## src/rtl/decoder_pkg.sv

```systemverilog
// Shared types for the pipelined decoder: output mode encoding and scan FSM states.
package decoder_pkg;

  typedef enum logic [1:0] {
    MODE_ONEHOT  = 2'b00,
    MODE_THERM   = 2'b01,
    MODE_ONECOLD = 2'b10,
    MODE_SCAN    = 2'b11
  } mode_e;

  typedef enum logic [1:0] {
    ST_IDLE     = 2'b00,
    ST_EMIT     = 2'b01,
    ST_WAIT_ACC = 2'b10,
    ST_DWELL    = 2'b11
  } scan_state_e;

  localparam int DWELL_WIDTH = 8;

endpackage

```

## src/rtl/decoder_core.sv

```systemverilog
// Combinational index/mode/enable -> decoded word; shared by the input and scan paths.
module decoder_core
  import decoder_pkg::*;
#(
  parameter int IN_WIDTH = 4
) (
  input  logic [IN_WIDTH-1:0]       index,
  input  mode_e                     mode,
  input  logic                      enable,
  output logic [(1<<IN_WIDTH)-1:0]  word
);

  localparam int OUT_WIDTH = 1 << IN_WIDTH;

  logic [OUT_WIDTH-1:0] onehot_s;
  logic [OUT_WIDTH-1:0] therm_s;

  // Thermometer is the one-hot bit plus every bit below it.
  always_comb begin
    onehot_s = OUT_WIDTH'(1'b1) << index;
    therm_s  = onehot_s | (onehot_s - OUT_WIDTH'(1'b1));
  end

  // Mode select; a disabled decode yields the inactive level of the chosen code.
  always_comb begin
    word = {OUT_WIDTH{1'b0}};
    case (mode)
      MODE_ONEHOT:  word = enable ? onehot_s : {OUT_WIDTH{1'b0}};
      MODE_THERM:   word = enable ? therm_s  : {OUT_WIDTH{1'b0}};
      MODE_ONECOLD: word = enable ? ~onehot_s : {OUT_WIDTH{1'b1}};
      default:      word = {OUT_WIDTH{1'b0}};
    endcase
  end

endmodule

```

## src/rtl/decoder_pipelined_scan.sv

```systemverilog
// Registered binary decoder with valid/ready output stage and a one-hot scan sequencer.
module decoder_pipelined_scan
  import decoder_pkg::*;
#(
  parameter int IN_WIDTH = 4
) (
  input  logic                      clk,
  input  logic                      reset_n,
  input  logic                      enable,
  input  logic [1:0]                mode,
  input  logic [IN_WIDTH-1:0]       binary_in,
  input  logic                      in_valid,
  output logic                      in_ready,
  input  logic                      scan_start,
  input  logic [DWELL_WIDTH-1:0]    scan_dwell,
  output logic [(1<<IN_WIDTH)-1:0]  decoder_out,
  output logic                      out_valid,
  input  logic                      out_ready,
  output logic                      scan_busy,
  output logic                      scan_done
);

  localparam int OUT_WIDTH = 1 << IN_WIDTH;

  scan_state_e              state_r, state_s;
  logic [IN_WIDTH-1:0]      scan_idx_r, scan_idx_s;
  logic [DWELL_WIDTH-1:0]   dwell_r, dwell_s;
  logic [DWELL_WIDTH-1:0]   dwell_cnt_r, dwell_cnt_s;
  logic [OUT_WIDTH-1:0]     out_word_r;
  logic                     out_valid_r;
  logic                     scan_done_r, scan_done_s;
  logic                     scan_load_s;
  logic                     out_free_s;
  logic                     in_ready_s;
  logic                     accept_s;
  logic [IN_WIDTH-1:0]      core_idx_s;
  mode_e                    core_mode_s;
  logic                     core_en_s;
  logic [OUT_WIDTH-1:0]     core_word_s;
  mode_e                    mode_s;

  assign mode_s     = mode_e'(mode);
  assign out_free_s = !out_valid_r || out_ready;
  // reset_n gates in_ready so the port reads 0 throughout reset.
  assign in_ready_s = reset_n && (state_r == ST_IDLE) && (mode_s != MODE_SCAN) && out_free_s;
  assign accept_s   = in_valid && in_ready_s;

  // Core input mux: the scan path owns the core only while emitting.
  always_comb begin
    core_idx_s  = binary_in;
    core_mode_s = mode_s;
    core_en_s   = enable;
    if (state_r == ST_EMIT) begin
      core_idx_s  = scan_idx_r;
      core_mode_s = MODE_ONEHOT;
      core_en_s   = 1'b1;
    end else begin
      core_idx_s  = binary_in;
      core_mode_s = mode_s;
      core_en_s   = enable;
    end
  end

  decoder_core #(.IN_WIDTH(IN_WIDTH)) u_core (
    .index  (core_idx_s),
    .mode   (core_mode_s),
    .enable (core_en_s),
    .word   (core_word_s)
  );

  // Scan FSM next-state logic; dropping enable aborts from any busy state.
  always_comb begin
    state_s     = state_r;
    scan_idx_s  = scan_idx_r;
    dwell_s     = dwell_r;
    dwell_cnt_s = dwell_cnt_r;
    scan_done_s = 1'b0;
    scan_load_s = 1'b0;
    case (state_r)
      ST_IDLE: begin
        if (scan_start && (mode_s == MODE_SCAN) && enable) begin
          state_s    = ST_EMIT;
          dwell_s    = scan_dwell;
          scan_idx_s = {IN_WIDTH{1'b0}};
        end else begin
          state_s = ST_IDLE;
        end
      end
      ST_EMIT: begin
        if (!enable) begin
          state_s = ST_IDLE;
        end else if (out_free_s) begin
          scan_load_s = 1'b1;
          state_s     = ST_WAIT_ACC;
        end else begin
          state_s = ST_EMIT;
        end
      end
      ST_WAIT_ACC: begin
        if (!enable) begin
          state_s = ST_IDLE;
        end else if (out_valid_r && out_ready) begin
          if (scan_idx_r == {IN_WIDTH{1'b1}}) begin
            scan_done_s = 1'b1;
            state_s     = ST_IDLE;
          end else if (dwell_r != {DWELL_WIDTH{1'b0}}) begin
            dwell_cnt_s = dwell_r;
            state_s     = ST_DWELL;
          end else begin
            scan_idx_s = scan_idx_r + IN_WIDTH'(1'b1);
            state_s    = ST_EMIT;
          end
        end else begin
          state_s = ST_WAIT_ACC;
        end
      end
      ST_DWELL: begin
        if (!enable) begin
          state_s = ST_IDLE;
        end else if (dwell_cnt_r <= DWELL_WIDTH'(1'b1)) begin
          scan_idx_s = scan_idx_r + IN_WIDTH'(1'b1);
          state_s    = ST_EMIT;
        end else begin
          dwell_cnt_s = dwell_cnt_r - DWELL_WIDTH'(1'b1);
          state_s     = ST_DWELL;
        end
      end
      default: begin
        state_s = ST_IDLE;
      end
    endcase
  end

  // Scan FSM state and counters.
  always_ff @(posedge clk or negedge reset_n) begin
    if (!reset_n) begin
      state_r     <= ST_IDLE;
      scan_idx_r  <= {IN_WIDTH{1'b0}};
      dwell_r     <= {DWELL_WIDTH{1'b0}};
      dwell_cnt_r <= {DWELL_WIDTH{1'b0}};
      scan_done_r <= 1'b0;
    end else begin
      state_r     <= state_s;
      scan_idx_r  <= scan_idx_s;
      dwell_r     <= dwell_s;
      dwell_cnt_r <= dwell_cnt_s;
      scan_done_r <= scan_done_s;
    end
  end

  // Output stage: loads only when empty or draining, so a stalled beat is never overwritten.
  always_ff @(posedge clk or negedge reset_n) begin
    if (!reset_n) begin
      out_word_r  <= {OUT_WIDTH{1'b0}};
      out_valid_r <= 1'b0;
    end else if (scan_load_s || accept_s) begin
      out_word_r  <= core_word_s;
      out_valid_r <= 1'b1;
    end else if (out_valid_r && out_ready) begin
      out_valid_r <= 1'b0;
    end
  end

  assign in_ready    = in_ready_s;
  assign decoder_out = out_word_r;
  assign out_valid   = out_valid_r;
  assign scan_busy   = (state_r != ST_IDLE);
  assign scan_done   = scan_done_r;

endmodule

```

## config.mk

```make
export PLATFORM = sky130hd
export DESIGN_NAME = decoder_pipelined_scan
export DESIGN_NICKNAME = d
export VERILOG_FILES = /design/src/rtl/decoder_pkg.sv /design/src/rtl/decoder_core.sv /design/src/rtl/decoder_pipelined_scan.sv
export SDC_FILE = /design/constraint.sdc
export NUM_CORES = 1
export LEC_CHECK = 0
export ABC_AREA = 1
export CORE_MARGIN = 5
export CORE_UTILIZATION = 35
export CTS_CLUSTER_SIZE = 30
export DETAILED_ROUTE_END_ITERATION = 10
export GPL_ROUTABILITY_DRIVEN = 0
export SLEW_MARGIN = 30
export SYNTH_ARGS = -nofsm -noshare
export SYNTH_HDL_FRONTEND = slang
export SYNTH_SLANG_ARGS = --single-unit
```

## constraint.sdc

```tcl
create_clock -name clk -period 1.8 [get_ports clk]
set_clock_uncertainty 0.2 [all_clocks]
set_input_delay 0.54 -clock clk [delete_from_list [all_inputs] [get_ports clk]]
set_output_delay 0.54 -clock clk [all_outputs]
set_load 0.02 [all_outputs]
```

==> reports/metrics.csv <==
metric,value,unit
outcome,finished with violations,
failing checks,setup timing,
clock-pin slew on the worst setup and hold paths,0.08,ns
Max Root-Sink Buffers,2,
Cell Rows,32,
Pre-antenna DRT Iters,4,
Routed WL per cell,12.68,µm
Least-Margin Pin Slew,0.5169,ns
CP Max Fanout,2,
largest family of logic cells by synthesized area,simple AND/OR/NAND/NOR gates,
distinct cell type count after synthesis,30,
largest net degree at the start of global routing,41,
die area,10020,µm²
Final Setup Violations,14,
Reg area,1001,µm²
setup TNS,-0.6929,ns
Post-DP HPWL,5554,µm
H-tree lvl count,2,
clock sink count,40,
mean post-synth cell area,6.877,µm²
Finished Cell Area,4019,µm²
synth top area cells,"dfrtp_1, nand2_1, nand3_1, inv_1, nor2_4",
DRC errors left,0,
Worst Hold Slack,0.1678,ns
Synth async-reset ratio,1.000,
Final Hold Viols,0,
pre-CTS WS,-1.012,ns
startpoint class of the critical path,primary input,
CTS Buf Count,5,
die height,100.1,µm
Synth top area share,0.3524,
r2r endpoint,decoder_out[3],
total of max-cap violations,0,
Worst EP arrival,1.26,ns
Final min period,1.996,ns
post-route setup slack,-0.1959,ns
antenna violations before repair,0,
met1 Use GR,0.2323,
post-layout net count,531,
M2 GR Usage,0.2360,
xor and xnor fraction of the mapped netlist area,0.006167,
pwr/cell area,813.2,nW/µm²
via/cell ratio,4.833,
CP Launch Point,out_ready,
Post-DP Area,3647,µm²
Rel. slew slack,0.6554,
#FFs+latches synth,40,
Crit Path Class,in2out,
RSZ-0062 raised after global routing,true,
Tcrit/Tclk final,1.109,
Filler Cell Count,792,
hold_buf cts,0,
crit end category,output pin,
"EDFF count, synth",0,
Compound-Gate Fraction of Synth Area,0.05991,
Final Core Density,0.5147,
Max Clk Rate,501.0,MHz
WL final,7750,µm
Die X-Extent,100.1,µm
Synth area leader,dfrtp_1,
"Slew Viols, Final",0,
r2r setup slk,-0.08,ns
simple-gate share of the synthesized area,0.4859,
synthesis-to-finish area growth,41.50,%
GRT busiest layer,met2,
first-pass GRT wire length,12800,µm
Synthesized Nets,436,
post-synthesis sequential area ratio,0.3524,
Synth Warn #,0,
CP peak stage delay,0.24,ns
root buffer selected by CTS,clkbuf_8,
leakage,2.037,nW
"commonest non-fill, non-tap cell in the layout",nand2_1,
number of global-route vias before repair,2739,
Mapped Area,2840,µm²
Reg-to-Reg Start,state_r[1],
"commonest cells after routing, fill and taps aside","nand2_1, nand3_1, buf_4, dfrtp_1, inv_1",
core area,7807,µm²
multiplexer area fraction after synthesis,0,
Congestion Overflow GR,0,
number of diodes,0,
critical path cell sequence,clkdlybuf4s15_1 -> inv_1 -> nand2_2 -> nor3b_4 -> buf_6,
CP max stage cell,nor3b_4,
CTS tree,built,
reg2reg path depth,13,
GRT met3 Usage,0.01876,
hold crit path type,in2async,
worst-skew pair later-pin latency,0.29,ns
Top-Level Pins,40,
Initial Utilization,0.3638,
Max IR drop VDD,0.3258,mV
fraction of layout cells with a size suffix above 1,0.2829,
CP required,1.06,ns
Tot GR Track Use,0.1567,
Routed Antenna Nets,0,
Cells after Synth,413,
area of the multi-input gates,1738,µm²
1st-iter DRT viols,164,
I/O Buffers,39,
Synth Area in Adders,0.01322,
vias,2953,
Post-synth top flop,dfrtp_1,
worst setup path end,in_ready,
==> cells in the mapped netlist, types with 2 or more instances <==
cell type  number
nand3_1        58
nor3_1          2
nand2_4         8
inv_2           2
nor2_2          7
nand4_1         2
xor2_1          2
inv_1          33
o21ai_1         7
nand2_2        13
nor2_1         15
nand2_1       167
buf_4           5
o21ai_0        19
buf_2           2
nand3b_1        3
nor2_4          9
buf_6           4
ha_1            3
a21oi_1         3
dfrtp_1        40
==> metrics by stage <==
step	instances	total power, mW
6_report	611	3.268
5_1_grt	611	3.515
4_1_cts	604	3.260
3_5_place_dp	586	2.501
3_3_place_gp	586	2.477
2_1_floorplan	413	1.971
==> cell families (layout without fill, tap and decap cells) <==
family	count (synthesis)	count (layout)
compound gates	32	32
buf+inv	48	143
simple gates	288	289
fa+ha+maj	3	3
xor+xnor	2	2
flops	40	40
==> metal layers <==
metal	wire [µm]	vias to the layer above
met3	233	9
met5	0	-
met4	117	0
met1	3790	1388
met2	3608	52
li1	-	1504
==> where the power goes <==
| part | switching, mW | internal [mW] |
|---|---|---|
| clock | 0.340 | 0.411 |
| sequential | 0.147 | 1.12 |
| combinational | 0.720 | 0.533 |
==> state kept, by name, indices dropped and copies added (netlist names) <==
signal and cells:
decoder_out 16, dwell_cnt_r 8, dwell_r 8, scan_idx_r 4, state_r 2, out_valid 1, scan_done 1
==> how the worst min path moves through the flow <==
stage | endpoint | slack, ns | cells past startpoint
floorplan | decoder_out[0] | 0.04 | 0
global placement | decoder_out[7] | 0.26 | 2
detailed placement | decoder_out[7] | 0.26 | 2
CTS | scan_idx_r[1] | 0.19 | 2
global route | dwell_r[1] | 0.22 | 2
finish | dwell_cnt_r[1] | 0.17 | 2
==> area by class of cell <==
| cell class | count | share of cell area |
|---|---|---|
| repair buffers | 99 | 0.2232 |
| inverters | 36 | 0.03580 |
| well taps | 102 | 0.03176 |
| clock inverters | 3 | 0.01059 |
| multi-input cells | 326 | 0.4324 |
| clock buffers | 5 | 0.01712 |
| flip-flops and latches | 40 | 0.2491 |
==> what timing repair did <==
| action | 4_1_cts | 5_1_grt |
|---|---|---|
| pin swaps | 10 | 13 |
| setup endpoints to repair | 58 | 37 |
| gates cloned | 1 | 1 |
| gates resized for setup | 58 | 31 |
| setup buffers | 9 | 7 |
==> critical path: cells and delay by family <==
kind          cells  cell delay [ns]
simple gates      2             0.30
buf+inv           3             0.41
Power figures use the tool's default switching activity.
